==> src/rtl/rammodel_lat_queue.sv <==
// Timed response queue for the RAM model: FIFO of payloads, each released once model time reaches its deadline.
// Optional statistics outputs (stat_enq, stat_bp, stat_max_occ) are enabled by defining RAMMODEL_LAT_STAT_EN.
module rammodel_lat_queue #(
  parameter int DATA_WIDTH = 72,
  parameter int DEPTH      = 16,
  parameter int LAT_WIDTH  = 8,
  parameter int TS_WIDTH   = 16
) (
  input  logic                    clk,
  input  logic                    rst,
  input  logic                    stall,
  input  logic [LAT_WIDTH-1:0]    latency,
  input  logic                    in_valid,
  output logic                    in_ready,
  input  logic [DATA_WIDTH-1:0]   in_data,
  output logic                    out_valid,
  input  logic                    out_ready,
  output logic [DATA_WIDTH-1:0]   out_data,
  output logic [$clog2(DEPTH):0]  count,
  output logic [TS_WIDTH-1:0]     now,
  output logic                    stall_gen
`ifdef RAMMODEL_LAT_STAT_EN
  ,
  output logic [31:0]             stat_enq,
  output logic [31:0]             stat_bp,
  output logic [$clog2(DEPTH):0]  stat_max_occ
`endif
);

  localparam int PW = $clog2(DEPTH);
  localparam int CW = PW + 1;

  logic [DATA_WIDTH-1:0] r_data [DEPTH];
  logic [TS_WIDTH-1:0]   r_dl   [DEPTH];
  logic [PW-1:0]         r_wptr;
  logic [PW-1:0]         r_rptr;
  logic [CW-1:0]         r_count;
  logic [TS_WIDTH-1:0]   r_now;

  logic                  w_nonempty;
  logic                  w_full;
  logic                  w_due;
  logic                  w_enq;
  logic                  w_deq;
  logic [TS_WIDTH-1:0]   w_age;
  logic [TS_WIDTH-1:0]   w_deadline;

  // Wrap-safe due test: latency stays below half the time range, so a
  // non-negative signed age means the deadline has been reached.
  assign w_age      = r_now - r_dl[r_rptr];
  assign w_due      = ~w_age[TS_WIDTH-1];
  assign w_nonempty = (r_count != '0);
  assign w_full     = (r_count == CW'(DEPTH));
  assign w_deadline = r_now + TS_WIDTH'(latency);

  assign in_ready  = !rst && !stall && !w_full;
  assign out_valid = !stall && w_nonempty && w_due;
  assign stall_gen = w_nonempty && w_due && !out_ready;
  assign out_data  = r_data[r_rptr];
  assign count     = r_count;
  assign now       = r_now;

  assign w_enq = in_valid && in_ready;
  assign w_deq = out_valid && out_ready;

  // Entry storage needs no reset: slots are only read once counted valid.
  always_ff @(posedge clk) begin
    if (w_enq) begin
      r_data[r_wptr] <= in_data;
      r_dl[r_wptr]   <= w_deadline;
    end
  end

  always_ff @(posedge clk or posedge rst) begin
    if (rst) begin
      r_wptr  <= '0;
      r_rptr  <= '0;
      r_count <= '0;
      r_now   <= '0;
    end else if (!stall) begin
      r_now <= r_now + 1'b1;
      if (w_enq) r_wptr <= r_wptr + 1'b1;
      if (w_deq) r_rptr <= r_rptr + 1'b1;
      case ({w_enq, w_deq})
        2'b10:   r_count <= r_count + 1'b1;
        2'b01:   r_count <= r_count - 1'b1;
        default: r_count <= r_count;
      endcase
    end
  end

`ifdef RAMMODEL_LAT_STAT_EN
  logic [31:0]   r_stat_enq;
  logic [31:0]   r_stat_bp;
  logic [CW-1:0] r_stat_max;

  always_ff @(posedge clk or posedge rst) begin
    if (rst) begin
      r_stat_enq <= '0;
      r_stat_bp  <= '0;
      r_stat_max <= '0;
    end else if (!stall) begin
      if (w_enq && (r_stat_enq != '1)) r_stat_enq <= r_stat_enq + 1'b1;
      if (stall_gen && (r_stat_bp != '1)) r_stat_bp <= r_stat_bp + 1'b1;
      if (r_count > r_stat_max) r_stat_max <= r_count;
    end
  end

  assign stat_enq     = r_stat_enq;
  assign stat_bp      = r_stat_bp;
  assign stat_max_occ = r_stat_max;
`endif

endmodule
==> config.mk <==
export PLATFORM = sky130hd
export DESIGN_NAME = rammodel_lat_queue
export DESIGN_NICKNAME = d
export VERILOG_FILES = /design/src/rtl/rammodel_lat_queue.sv
export SDC_FILE = /design/constraint.sdc
export NUM_CORES = 1
export LEC_CHECK = 0
export CORE_AREA = 2 2 320 322
export CTS_CLUSTER_SIZE = 30
export DETAILED_ROUTE_END_ITERATION = 10
export DIE_AREA = 0 0 322 324
export GPL_TIMING_DRIVEN = 0
export PLACE_DENSITY = 0.72
export SYNTH_ARGS = -nofsm -noshare
export SYNTH_HDL_FRONTEND = slang
export SYNTH_SLANG_ARGS = --single-unit
==> constraint.sdc <==
create_clock -name clk -period 6.99 [get_ports clk]
set_input_delay 0.699 -clock clk [delete_from_list [all_inputs] [get_ports clk]]
set_output_delay 0.699 -clock clk [all_outputs]
set_load 0.005 [all_outputs]
==> summary.txt <==
Run status
  • Status: complete, no violations

Power and ir drop
  • Sequential power share: 40.7%
  • PwrDens: 387 nW/um2
  • Sw frac: 28.5%
  • Leakage power: 20.3 nW
  • Worst vdd ir: 0.000311 V
  • Clock network fraction of design power: 29.5%
  • Switching pwr: 0.00706 W
  • Combinational Power Share: 29.8%
  • Cell Int Power: 0.0177 W

Setup path
  • Crit path kind: reg -> out
  • Worst Reg-to-Reg Cells: 21
  • CP startpoint: r_rptr[1]
  • FF-to-FF Start: r_rptr[1]
  • R2r endpoint: count[4]
  • Crit-path max FO: 10
  • Required time worst endpoint: 6.29 ns
  • Worst Path Arrival: 6.17 ns
  • Crit start category: flip-flop
  • Flop-to-flop setup slack: 0.60 ns
  • Crit path to: out_valid
  • CP endpoint kind: output port

Timing
  • Minimum clock period: 6.87 ns
  • Tcrit/Tclk final: 98.3%
  • Worst slew margin: 8.89%
  • Setup violators final: 0
  • Clock skew: 0.0245 ns
  • Max-slew violation count: 0
  • Fmax: 0.146 GHz
  • Worst Max-Slew Pin Slew: 1.36 ns
  • Final Hold Viols: 0
  • Setup TNS: 0 ns
  • Setup WS post-layout: 0.117 ns
  • RSZ-0062 raised after global routing: no

Clocking
  • CTS tree: done
  • Post CTS Setup Buffer Count: 0
  • Post-cts gate resize count: 0
  • # hold bufs at CTS: 0
  • Clock Tree Root: clkbuf_16
  • Clock-pin slew on the worst setup and hold paths: 0.06 ns
  • H-tree levels: 4
  • Clock sink count: 1437
  • CTS buffer count: 138
  • Longest Clk Path Bufs: 3
  • Clk Latency, worst-skew pair: 0.75 ns

Floorplanning
  • Initial core utilization: 54.5%
  • Chip Width: 322 um
  • DIE AREA: 104000 um2
  • Total core area: 101000 um2
  • Die outline height: 324 um
  • Number of cell rows: 117
  • I/O pins: 181

Synthesis
  • Sequential area share after synthesis: 78.1%
  • Synth Cell Area: 55100 um2
  • Yosys synthesis warning count: 0
  • Post-synth EDFFs: 1408
  • Yosys top cell by area: edfxtp_1
  • Number of synthesized register bits: 1437
  • Syn_nets: 2341
  • Ys flop type: edfxtp_1
  • Largest cells by area after synthesis: edfxtp_1, mux4_2, dfrtp_1
  • Syn Area/Cell: 24.8 um2
  • Synth top area share: 76.8%
  • Post-synth ARST share: 2.02%
  • Synth Instances: 2222
  • Netlist cell types: 48

Detailed routing
  • Vias: 25800
  • 1st-iter DRT viols: 3397
  • WL per Instance: 32.5 um
  • DRT Wirelength: 130 mm
  • Drt drc: 0
  • Via/cell ratio: 6.45
  • Post-detailed-route count of antenna-violating nets: 0
  • DR pass1 iterations: 6

GRT
  • Initial antenna violation count: 14
  • Vias in the first global route: 26400
  • Global-route wire length before repair: 185 mm
  • GRT Resource Usage Total: 25.3%
  • Largest net degree at the start of global routing: 43
  • Gr ovfl total: 0

Final layout
  • Layout cells sized above 1: 27.1%
  • Area delta synth->final: 15.9%
  • Fin nets: 2692
  • Fin area: 63900 um2

Placement
  • Port bufs: 179
  • Dpl cell area: 59400 um2
  • HPWL Detailed: 73.4 mm
  • GP Congestion: 0.793
  • Post-placement setup slack: 0.491 ns

Hold path
  • Hold Path Class: in -> async

Job
  • Max Cap Viol: 0
## power groups by stage
stage	logic [W]	clock network (W)	registers [W]
finish	0.00737	0.00728	0.0101
global route	0.00778	0.00769	0.0101
CTS	0.00748	0.00737	0.0101
detailed placement	0.00741	0	0.0102
global placement	0.00722	0	0.0103
floorplan	0.00441	0	0.0102
## critical path: stages (launching register included)
cell and delay [ns]:
dfrtp_1 0.39, buf_4 0.21, clkbuf_1 0.49, clkbuf_1 0.85
mux4_2 0.42, mux4_2 0.47, inv_1 0.10, ha_1 0.25
a21o_1 0.16, a21o_1 0.17, a211o_1 0.30, a31oi_1 0.33
o211ai_2 0.28, xor2_1 0.29, nor3_1 0.20, clkdlybuf4s50_1 0.53
## cells in the mapped netlist (all sizes together) (3+ instances only)
master and instances:
nand3 5, ha 32, nand4 6, o21bai 3, mux4 436, inv 28, dfrtp 29, nor2b 6
a21oi 10, or2 3, edfxtp 1408, xnor2 33, and3 3, nor3 4, clkbuf 44, nand2b 4
mux2 5, nand2 20, mux2i 9, and2 18, nor2 18, buf 57, a21o 8, o21ai 5
xor2 8
## layout make-up
cell class                 count  area (um2)
sequential                  1437       43000
fill                        6496       37200
multi-input combinational    656       11600
clock buffer                 172        3580
timing repair buffer         212        2680
tap                         1309        1640
clock inverter                78         843
buffer                       100         434
inverter                      28         105
antenna                        1        2.50
## metal layers
layer	vias up	part of all wire, %	global-route usage [%]
li1	10300	-	-
met1	13900	39	35.4
met2	1344	50	41.4
met3	221	8.9	5.37
met4	26	2.0	6.43
met5	-	0.13	0
## registers in the layout (all words and copies together), names as in the netlist
name	cells
r_data	1152
r_dl	256
now	16
count	5
r_rptr	4
r_wptr	4
## metrics by stage
stage / cells / utilization, % / hold slack [ns] / total power (W)
finish: 3993 / 63.2 / 0.310 / 0.0247
global route: 3993 / 63.2 / 0.340 / 0.0256
CTS: 3991 / 63.2 / 0.440 / 0.0249
detailed placement: 3742 / 58.8 / 0.522 / 0.0177
global placement: 3710 / 57.9 / 0.508 / 0.0175
floorplan: 2222 / - / 0.493 / 0.0146
## cell usage in the layout (no fill, tap or decap), types with 8 or more instances in the layout
master,netlist,layout
buf_2,38,38
mux4_2,435,435
mux2i_1,8,8
clkinv_2,0,24
bufinv_16,0,10
clkbuf_1,44,77
nor2_1,18,18
xnor2_1,32,32
xor2_1,8,8
and2_4,0,16
clkdlybuf4s50_1,0,179
buf_1,17,17
clkinv_1,0,25
edfxtp_1,1408,1408
buf_16,0,30
nand2_1,20,20
ha_1,32,32
a21o_1,8,8
inv_1,28,27
a21oi_1,10,10
dfrtp_1,29,29
clkbuf_16,0,138
## worst min-delay path by stage
stage	slack (ns)	end
after global placement	0.51	r_wptr[3]
after CTS	0.44	now[0]
after floorplan	0.49	r_wptr[3]
final	0.31	count[4]
after global routing	0.34	count[4]
after detailed placement	0.52	count[4]
## kinds of logic (layout without fill, tap and decap cells)
| family | after synthesis | in the layout | synth area share (%) |
|---|---|---|---|
| buf+inv | 129 | 590 | 0.986 |
| mux | 450 | 450 | 18.1 |
| flops | 1437 | 1437 | 78.1 |
| fa+ha+maj | 34 | 34 | 0.800 |
| simple gates | 93 | 93 | 0.884 |
| xor+xnor | 41 | 41 | 0.666 |
| compound gates | 38 | 38 | 0.463 |
| other cells | 0 | 1 | 0 |
Power figures use the tool's default switching activity.
